File: src/rtl/branch_checkpoint_table_pkg.sv
// Shared sizing and types for the branch checkpoint table.
// Each entry stores the rename map and free-list head captured when a branch is renamed.
package branch_checkpoint_table_pkg;

  localparam int unsigned BRANCH_NUM       = 4;
  localparam int unsigned REG_NUM          = 32;
  localparam int unsigned PHYS_REG_NUM     = 64;
  localparam int unsigned ACTIVE_LIST_SIZE = 32;

  localparam int unsigned BR_IDX   = $clog2(BRANCH_NUM);
  localparam int unsigned PHYS_IDX = $clog2(PHYS_REG_NUM);
  localparam int unsigned AL_IDX   = $clog2(ACTIVE_LIST_SIZE);
  localparam int unsigned RB_W     = REG_NUM * PHYS_IDX;

  typedef struct packed {
    logic [AL_IDX-1:0]   branch_id;
    logic [PHYS_IDX-1:0] free_head_pointer;
    logic [RB_W-1:0]     rename_buffer;
    logic                ds_valid;
  } checkpoint_t;

  function automatic logic [BR_IDX:0] popcount(input logic [BRANCH_NUM-1:0] v);
    logic [BR_IDX:0] n;
    n = '0;
    for (int i = 0; i < BRANCH_NUM; i++) n = n + (BR_IDX+1)'(v[i]);
    return n;
  endfunction

endpackage

File: src/rtl/priority_encoder.sv
// Returns the index of the first set request bit, scanning from bit 0 when
// BOTTOM_UP is set and from the top bit otherwise.
module priority_encoder #(
  parameter int unsigned WIDTH     = 4,
  parameter bit          BOTTOM_UP = 1'b1,
  localparam int unsigned IDX_W    = (WIDTH > 1) ? $clog2(WIDTH) : 1
) (
  input  logic [WIDTH-1:0] req,
  output logic [IDX_W-1:0] idx_c,
  output logic             found_c
);

  always_comb begin
    idx_c   = '0;
    found_c = 1'b0;
    if (BOTTOM_UP) begin
      for (int i = 0; i < WIDTH; i++) begin
        if (req[i] && !found_c) begin
          found_c = 1'b1;
          idx_c   = IDX_W'(i);
        end
      end
    end else begin
      for (int i = WIDTH - 1; i >= 0; i--) begin
        if (req[i] && !found_c) begin
          found_c = 1'b1;
          idx_c   = IDX_W'(i);
        end
      end
    end
  end

endmodule

File: src/rtl/branch_checkpoint_table.sv
// Per-branch rename checkpoints used by misprediction recovery: circular allocation,
// delay-slot refresh of the newest entry, release on correct resolve, restore on mispredict.
module branch_checkpoint_table
  import branch_checkpoint_table_pkg::*;
(
  input  logic                                  clk,
  input  logic                                  rst,
  input  logic                                  alloc_valid,
  input  logic [AL_IDX-1:0]                     alloc_branch_id,
  input  logic [RB_W-1:0]                       alloc_rename_buffer,
  input  logic [PHYS_IDX-1:0]                   alloc_free_head_pointer,
  output logic                                  alloc_ready,
  output logic [BR_IDX-1:0]                     alloc_idx,
  input  logic                                  ds_update_valid,
  input  logic [RB_W-1:0]                       ds_rename_buffer,
  input  logic [PHYS_IDX-1:0]                   ds_free_head_pointer,
  input  logic                                  resolve_valid,
  input  logic [AL_IDX-1:0]                     resolve_branch_id,
  input  logic                                  mispredict,
  input  logic [BRANCH_NUM-1:0]                 recover_valid,
  input  logic [BR_IDX-1:0]                     recover_write_pointer,
  input  logic                                  flush,
  output logic [BRANCH_NUM-1:0]                 valid,
  output logic [BRANCH_NUM*AL_IDX-1:0]          branch_id,
  output logic [BRANCH_NUM*PHYS_IDX-1:0]        free_head_pointer,
  output logic [BRANCH_NUM*RB_W-1:0]            rename_buffer,
  output logic [BRANCH_NUM-1:0]                 ds_valid,
  output logic [BR_IDX-1:0]                     write_pointer,
  output logic [BR_IDX:0]                       count
);

  checkpoint_t             ckpt_q [BRANCH_NUM];
  checkpoint_t             ckpt_d [BRANCH_NUM];
  logic [BRANCH_NUM-1:0]   valid_q, valid_d;
  logic [BR_IDX-1:0]       write_pointer_q, write_pointer_d;
  logic [BR_IDX-1:0]       last_idx_q, last_idx_d;
  logic                    ds_pending_q, ds_pending_d;
  logic [BR_IDX:0]         count_q, count_d;

  logic [BRANCH_NUM-1:0]   match_vec;
  logic [BR_IDX-1:0]       match_idx;
  logic                    match_found;
  logic                    kill;

  always_comb begin
    for (int i = 0; i < BRANCH_NUM; i++)
      match_vec[i] = valid_q[i] && (ckpt_q[i].branch_id == resolve_branch_id);
  end

  priority_encoder #(.WIDTH(BRANCH_NUM), .BOTTOM_UP(1'b1)) u_match_enc (
    .req     (match_vec),
    .idx_c   (match_idx),
    .found_c (match_found)
  );

  assign kill        = resolve_valid && mispredict;
  assign alloc_ready = !valid_q[write_pointer_q];

  always_comb begin
    ckpt_d          = ckpt_q;
    valid_d         = valid_q;
    write_pointer_d = write_pointer_q;
    last_idx_d      = last_idx_q;
    ds_pending_d    = ds_pending_q;

    if (flush) begin
      // Snapshots survive a flush; only the bookkeeping is cleared.
      valid_d         = '0;
      write_pointer_d = '0;
      ds_pending_d    = 1'b0;
      for (int i = 0; i < BRANCH_NUM; i++) ckpt_d[i].ds_valid = 1'b0;
    end else if (kill) begin
      valid_d = recover_valid;
      if (match_found) valid_d[match_idx] = 1'b0;
      write_pointer_d = recover_write_pointer;
      ds_pending_d    = 1'b0;
    end else begin
      // Delay slot targets the previous allocation, before last_idx moves.
      if (ds_update_valid && ds_pending_q && valid_q[last_idx_q]) begin
        ckpt_d[last_idx_q].rename_buffer     = ds_rename_buffer;
        ckpt_d[last_idx_q].free_head_pointer = ds_free_head_pointer;
        ckpt_d[last_idx_q].ds_valid          = 1'b1;
        ds_pending_d                         = 1'b0;
      end
      if (resolve_valid && match_found) valid_d[match_idx] = 1'b0;
      if (alloc_valid && alloc_ready) begin
        valid_d[write_pointer_q]                  = 1'b1;
        ckpt_d[write_pointer_q].branch_id         = alloc_branch_id;
        ckpt_d[write_pointer_q].rename_buffer     = alloc_rename_buffer;
        ckpt_d[write_pointer_q].free_head_pointer = alloc_free_head_pointer;
        ckpt_d[write_pointer_q].ds_valid          = 1'b0;
        write_pointer_d = write_pointer_q + BR_IDX'(1);
        last_idx_d      = write_pointer_q;
        ds_pending_d    = 1'b1;
      end
    end

    count_d = popcount(valid_d);
  end

  always_ff @(posedge clk) begin
    if (rst) begin
      for (int i = 0; i < BRANCH_NUM; i++) ckpt_q[i] <= '0;
      valid_q         <= '0;
      write_pointer_q <= '0;
      last_idx_q      <= '0;
      ds_pending_q    <= 1'b0;
      count_q         <= '0;
    end else begin
      ckpt_q          <= ckpt_d;
      valid_q         <= valid_d;
      write_pointer_q <= write_pointer_d;
      last_idx_q      <= last_idx_d;
      ds_pending_q    <= ds_pending_d;
      count_q         <= count_d;
    end
  end

  for (genvar g = 0; g < BRANCH_NUM; g++) begin : g_out
    assign branch_id[g*AL_IDX +: AL_IDX]               = ckpt_q[g].branch_id;
    assign free_head_pointer[g*PHYS_IDX +: PHYS_IDX]   = ckpt_q[g].free_head_pointer;
    assign rename_buffer[g*RB_W +: RB_W]               = ckpt_q[g].rename_buffer;
    assign ds_valid[g]                                 = ckpt_q[g].ds_valid;
  end

  assign valid         = valid_q;
  assign write_pointer = write_pointer_q;
  assign alloc_idx     = write_pointer_q;
  assign count         = count_q;

endmodule

File: config.mk
export PLATFORM = sky130hd
export DESIGN_NAME = branch_checkpoint_table
export DESIGN_NICKNAME = d
export VERILOG_FILES = /design/src/rtl/branch_checkpoint_table_pkg.sv /design/src/rtl/priority_encoder.sv /design/src/rtl/branch_checkpoint_table.sv
export SDC_FILE = /design/constraint.sdc
export NUM_CORES = 2
export LEC_CHECK = 0
export BUFFER_PORTS_ARGS = -buffer_cell sky130_fd_sc_hd__buf_2
export CELL_PAD_IN_SITES_DETAIL_PLACEMENT = 1
export CELL_PAD_IN_SITES_GLOBAL_PLACEMENT = 2
export CORE_AREA = 5 5 480 482
export CTS_BUF_LIST = sky130_fd_sc_hd__clkbuf_2
export DETAILED_ROUTE_END_ITERATION = 16
export DIE_AREA = 0 0 485 487
export GPL_TIMING_DRIVEN = 0
export PLACE_DENSITY = 0.53
export SLEW_MARGIN = 5
export SYNTH_ARGS = -nofsm -noshare
export SYNTH_HDL_FRONTEND = slang
export SYNTH_HIERARCHICAL = 1
export SYNTH_SLANG_ARGS = --single-unit
File: constraint.sdc
create_clock -name clk -period 6.5 [get_ports clk]
set_input_delay 1.3 -clock clk [delete_from_list [all_inputs] [get_ports clk]]
set_output_delay 1.3 -clock clk [all_outputs]
set_load 0.1 [all_outputs]
==> flow_summary.yaml <==
outcome:
  outcome: "completed"
finish:
  final_cell_mix: "buf_2, nor3_1, dfxtp_1"
  layout-drive-gt1-share: 0.269
  nets: 7035
  layout_commonest_cell: "buf_2"
  final_area_um2: 56600
  final.fill_count: 27400
  ff_latch_area_um2: 16600
  multi_input_area_um2: 18100
  syn2layout_area_growth_pct: 50.8
logic_synthesis:
  syn-cell-area_um2: 37500
  ys_async_sr_fraction: 0
  ys_seq_area_frac: 0.442
  synth_warnings: 6
  synthesis.nets: 4839
  syn_inst: 4413
  syn_avg_cell_area_um2: 8.50
  synth_flop_cell: "dfxtp_1"
  synth_edf_count: 0
  synth_seq_cells: 828
  synth.distinct_cells: 54
sta:
  fin_crit_sh: 0.873
  layout_min_cycle_time_ns: 5.67
  relSlewSlack: 0.0424
  tightest_slew_ns: 1.44
  finClkSkew_ns: 0.151
  final.setup.tns_ns: 0
  hold_viol: 0
  clock.fmax_mhz: 176
  rsz0062_at_grt: "false"
  finalSetupViolCount: 0
  drv_slew: 0
global_route:
  first_global_vias: 49800
  grt-busiest-layer: "met2"
  grt_max_degree: 17
  grt_overflow: 0
  grt_antenna_before_repair: 59
  use_met2: 0.422
  gr-usage-met1: 0.292
  grt_use_total: 0.248
  grt_pass1_wl_um: 416000
  use_met3: 0.0712
routing:
  drt-initial-drc-count: 2610
  dr.pass1.iters: 5
  post-route-drc-count: 0
  wl_per_cell_um: 31.2
  viasPerCell: 4.77
  drt-total-wl_um: 306000
  ant_nets: 0
  num_vias: 46700
pwr:
  seqPwrFrac: 0.416
  power.internal_uw: 7680
  swShare: 0.400
  combPwrFrac: 0.229
  p_switching_uw: 5110
  cellPowerDensity_nw_per_um2: 226
  p_clk_frac: 0.355
  p_leak_uw: 0.0238
  ir_drop_mv: 0.167
cts:
  clockBufferDepth: 4
  numCtsBuffers: 290
  clockRootBuffer: "clkbuf_2"
  clkLatencyLatePin_ns: 1.77
  post_cts_buffers: 0
  clock_sinks: 828
  cts_max_level: 5
  cts_tree: "built"
  clk_pin_slew_ns: 0.10
placed_design:
  dp_hpwl_um: 238000
  placed_area_um2: 47700
  place.gp.congestion: 0.871
  io_buffers: 1244
critical_path:
  crit_type: "reg -> reg"
  start_kind: "register"
  crit_required_ns: 8.09
  arrival_ns: 7.27
  endpoint_kind: "register"
  crit_fanout: 10
floorplanning:
  start_util: 0.166
  rows: 175
  die_w_um: 485
  die_h_um: 487
  core_area_um2: 226000
  io_pins: 1247
  dieArea_um2: 236000
job:
  cap_violations: 0
hold_path:
  hold_class: "in -> reg"
-- critical path, cell delays in order, from the launching register on --
cell and delay, ns:
dfxtp_1 0.66, inv_1 0.18, ha_1 0.26, and3_1 0.23, o2bb2ai_4 0.34, o21ai_2 1.20, buf_2 0.95, buf_2 0.50
buf_2 0.47, a221oi_1 0.16, dlygate4sd3_1 0.61
-- path summary, 6_finish.rpt --
check | start | to | slack [ns] | depth (start not counted)
setup reg to reg | alloc_idx[0] | rename_buffer[190] | 0.83 | 10
setup / recovery | alloc_idx[0] | rename_buffer[190] | 0.83 | 10
hold reg to reg | rename_buffer[189] | rename_buffer[189] | 0.47 | 2
hold / removal | alloc_rename_buffer[22] | rename_buffer[214] | 0.41 | 4
-- synth_stat cells, types with 13 or more instances --
library cell | n | area, µm²
a2111oi_0 | 131 | 1150
a211oi_1 | 137 | 1030
a21oi_1 | 13 | 65.1
a221oi_1 | 522 | 4570
buf_1 | 29 | 109
buf_2 | 76 | 380
buf_6 | 17 | 191
clkbuf_1 | 362 | 1360
dfxtp_1 | 828 | 16600
inv_1 | 203 | 762
mux2i_1 | 20 | 200
nand2_1 | 22 | 82.6
nand2b_1 | 597 | 3730
nor2_1 | 352 | 1320
nor3_1 | 866 | 4330
o21ai_0 | 125 | 626
xor2_1 | 16 | 140
-- logic make-up (layout without fill, tap and decap cells) --
group,after synthesis,count (layout),synth area share
AO/OA/AOI/OAI,956,956,0.206
XOR/XNOR,21,21,0.00490
adder cells (fa/ha/maj),7,7,0.00253
buffers and inverters,691,3036,0.0754
flip-flops,828,828,0.442
multiplexers,23,23,0.00684
other,0,29,0
AND/OR/NAND/NOR,1887,1887,0.262
-- metal layers --
metal	part of all wire	up-vias
met5	0.00031	-
met4	0.048	14
met3	0.074	516
met2	0.47	1856
met1	0.41	23500
li1	-	20800
-- flip-flops by register name, summed over array words and instances (netlist names) --
| register | count |
|---|---|
| alloc_idx | 2 |
| valid | 4 |
| branch_id | 20 |
| free_head_pointer | 24 |
| ds_valid | 4 |
| ds_pending_q | 1 |
| last_idx_q | 2 |
| count | 3 |
| rename_buffer | 768 |
-- area by class of cell --
type	instances	area share
multi-input combinational	2894	0.320
sequential	828	0.293
timing repair buffer	1904	0.228
tap	3009	0.0666
buffer	488	0.0370
clock buffer	403	0.0357
inverter	203	0.0135
clock inverter	38	0.00405
antenna	29	0.00128
-- power groups by stage --
stage / Combinational [µW] / Sequential [µW] / Clock, µW
floorplan: 561 / 6460 / 0
global placement: 2580 / 5430 / 0
detailed placement: 2580 / 5440 / 0
CTS: 2940 / 5320 / 4770
global route: 3050 / 5330 / 5010
finish: 2920 / 5320 / 4550
-- timing repair --
action                                  4_1_cts  5_1_grt
hold buffers                                651        0
endpoints found under the setup margin        0        0
endpoints found under the hold margin       827        0
gates resized for setup                       0        0
-- stage by stage --
step           cells  hold slack [ns]  power (µW)   util  worst slack (ns)
2_1_floorplan   4413            0.449        7020      -              2.34
3_3_place_gp    8666            0.453        8010  0.210           0.00808
3_5_place_dp    8675            0.459        8020  0.211             0.887
4_1_cts         9767          0.00104       13000  0.250             0.742
5_1_grt         9780           0.0957       13400  0.250             0.616
6_report        9796            0.411       12800  0.250             0.826
(Power assumes the default switching activity.)
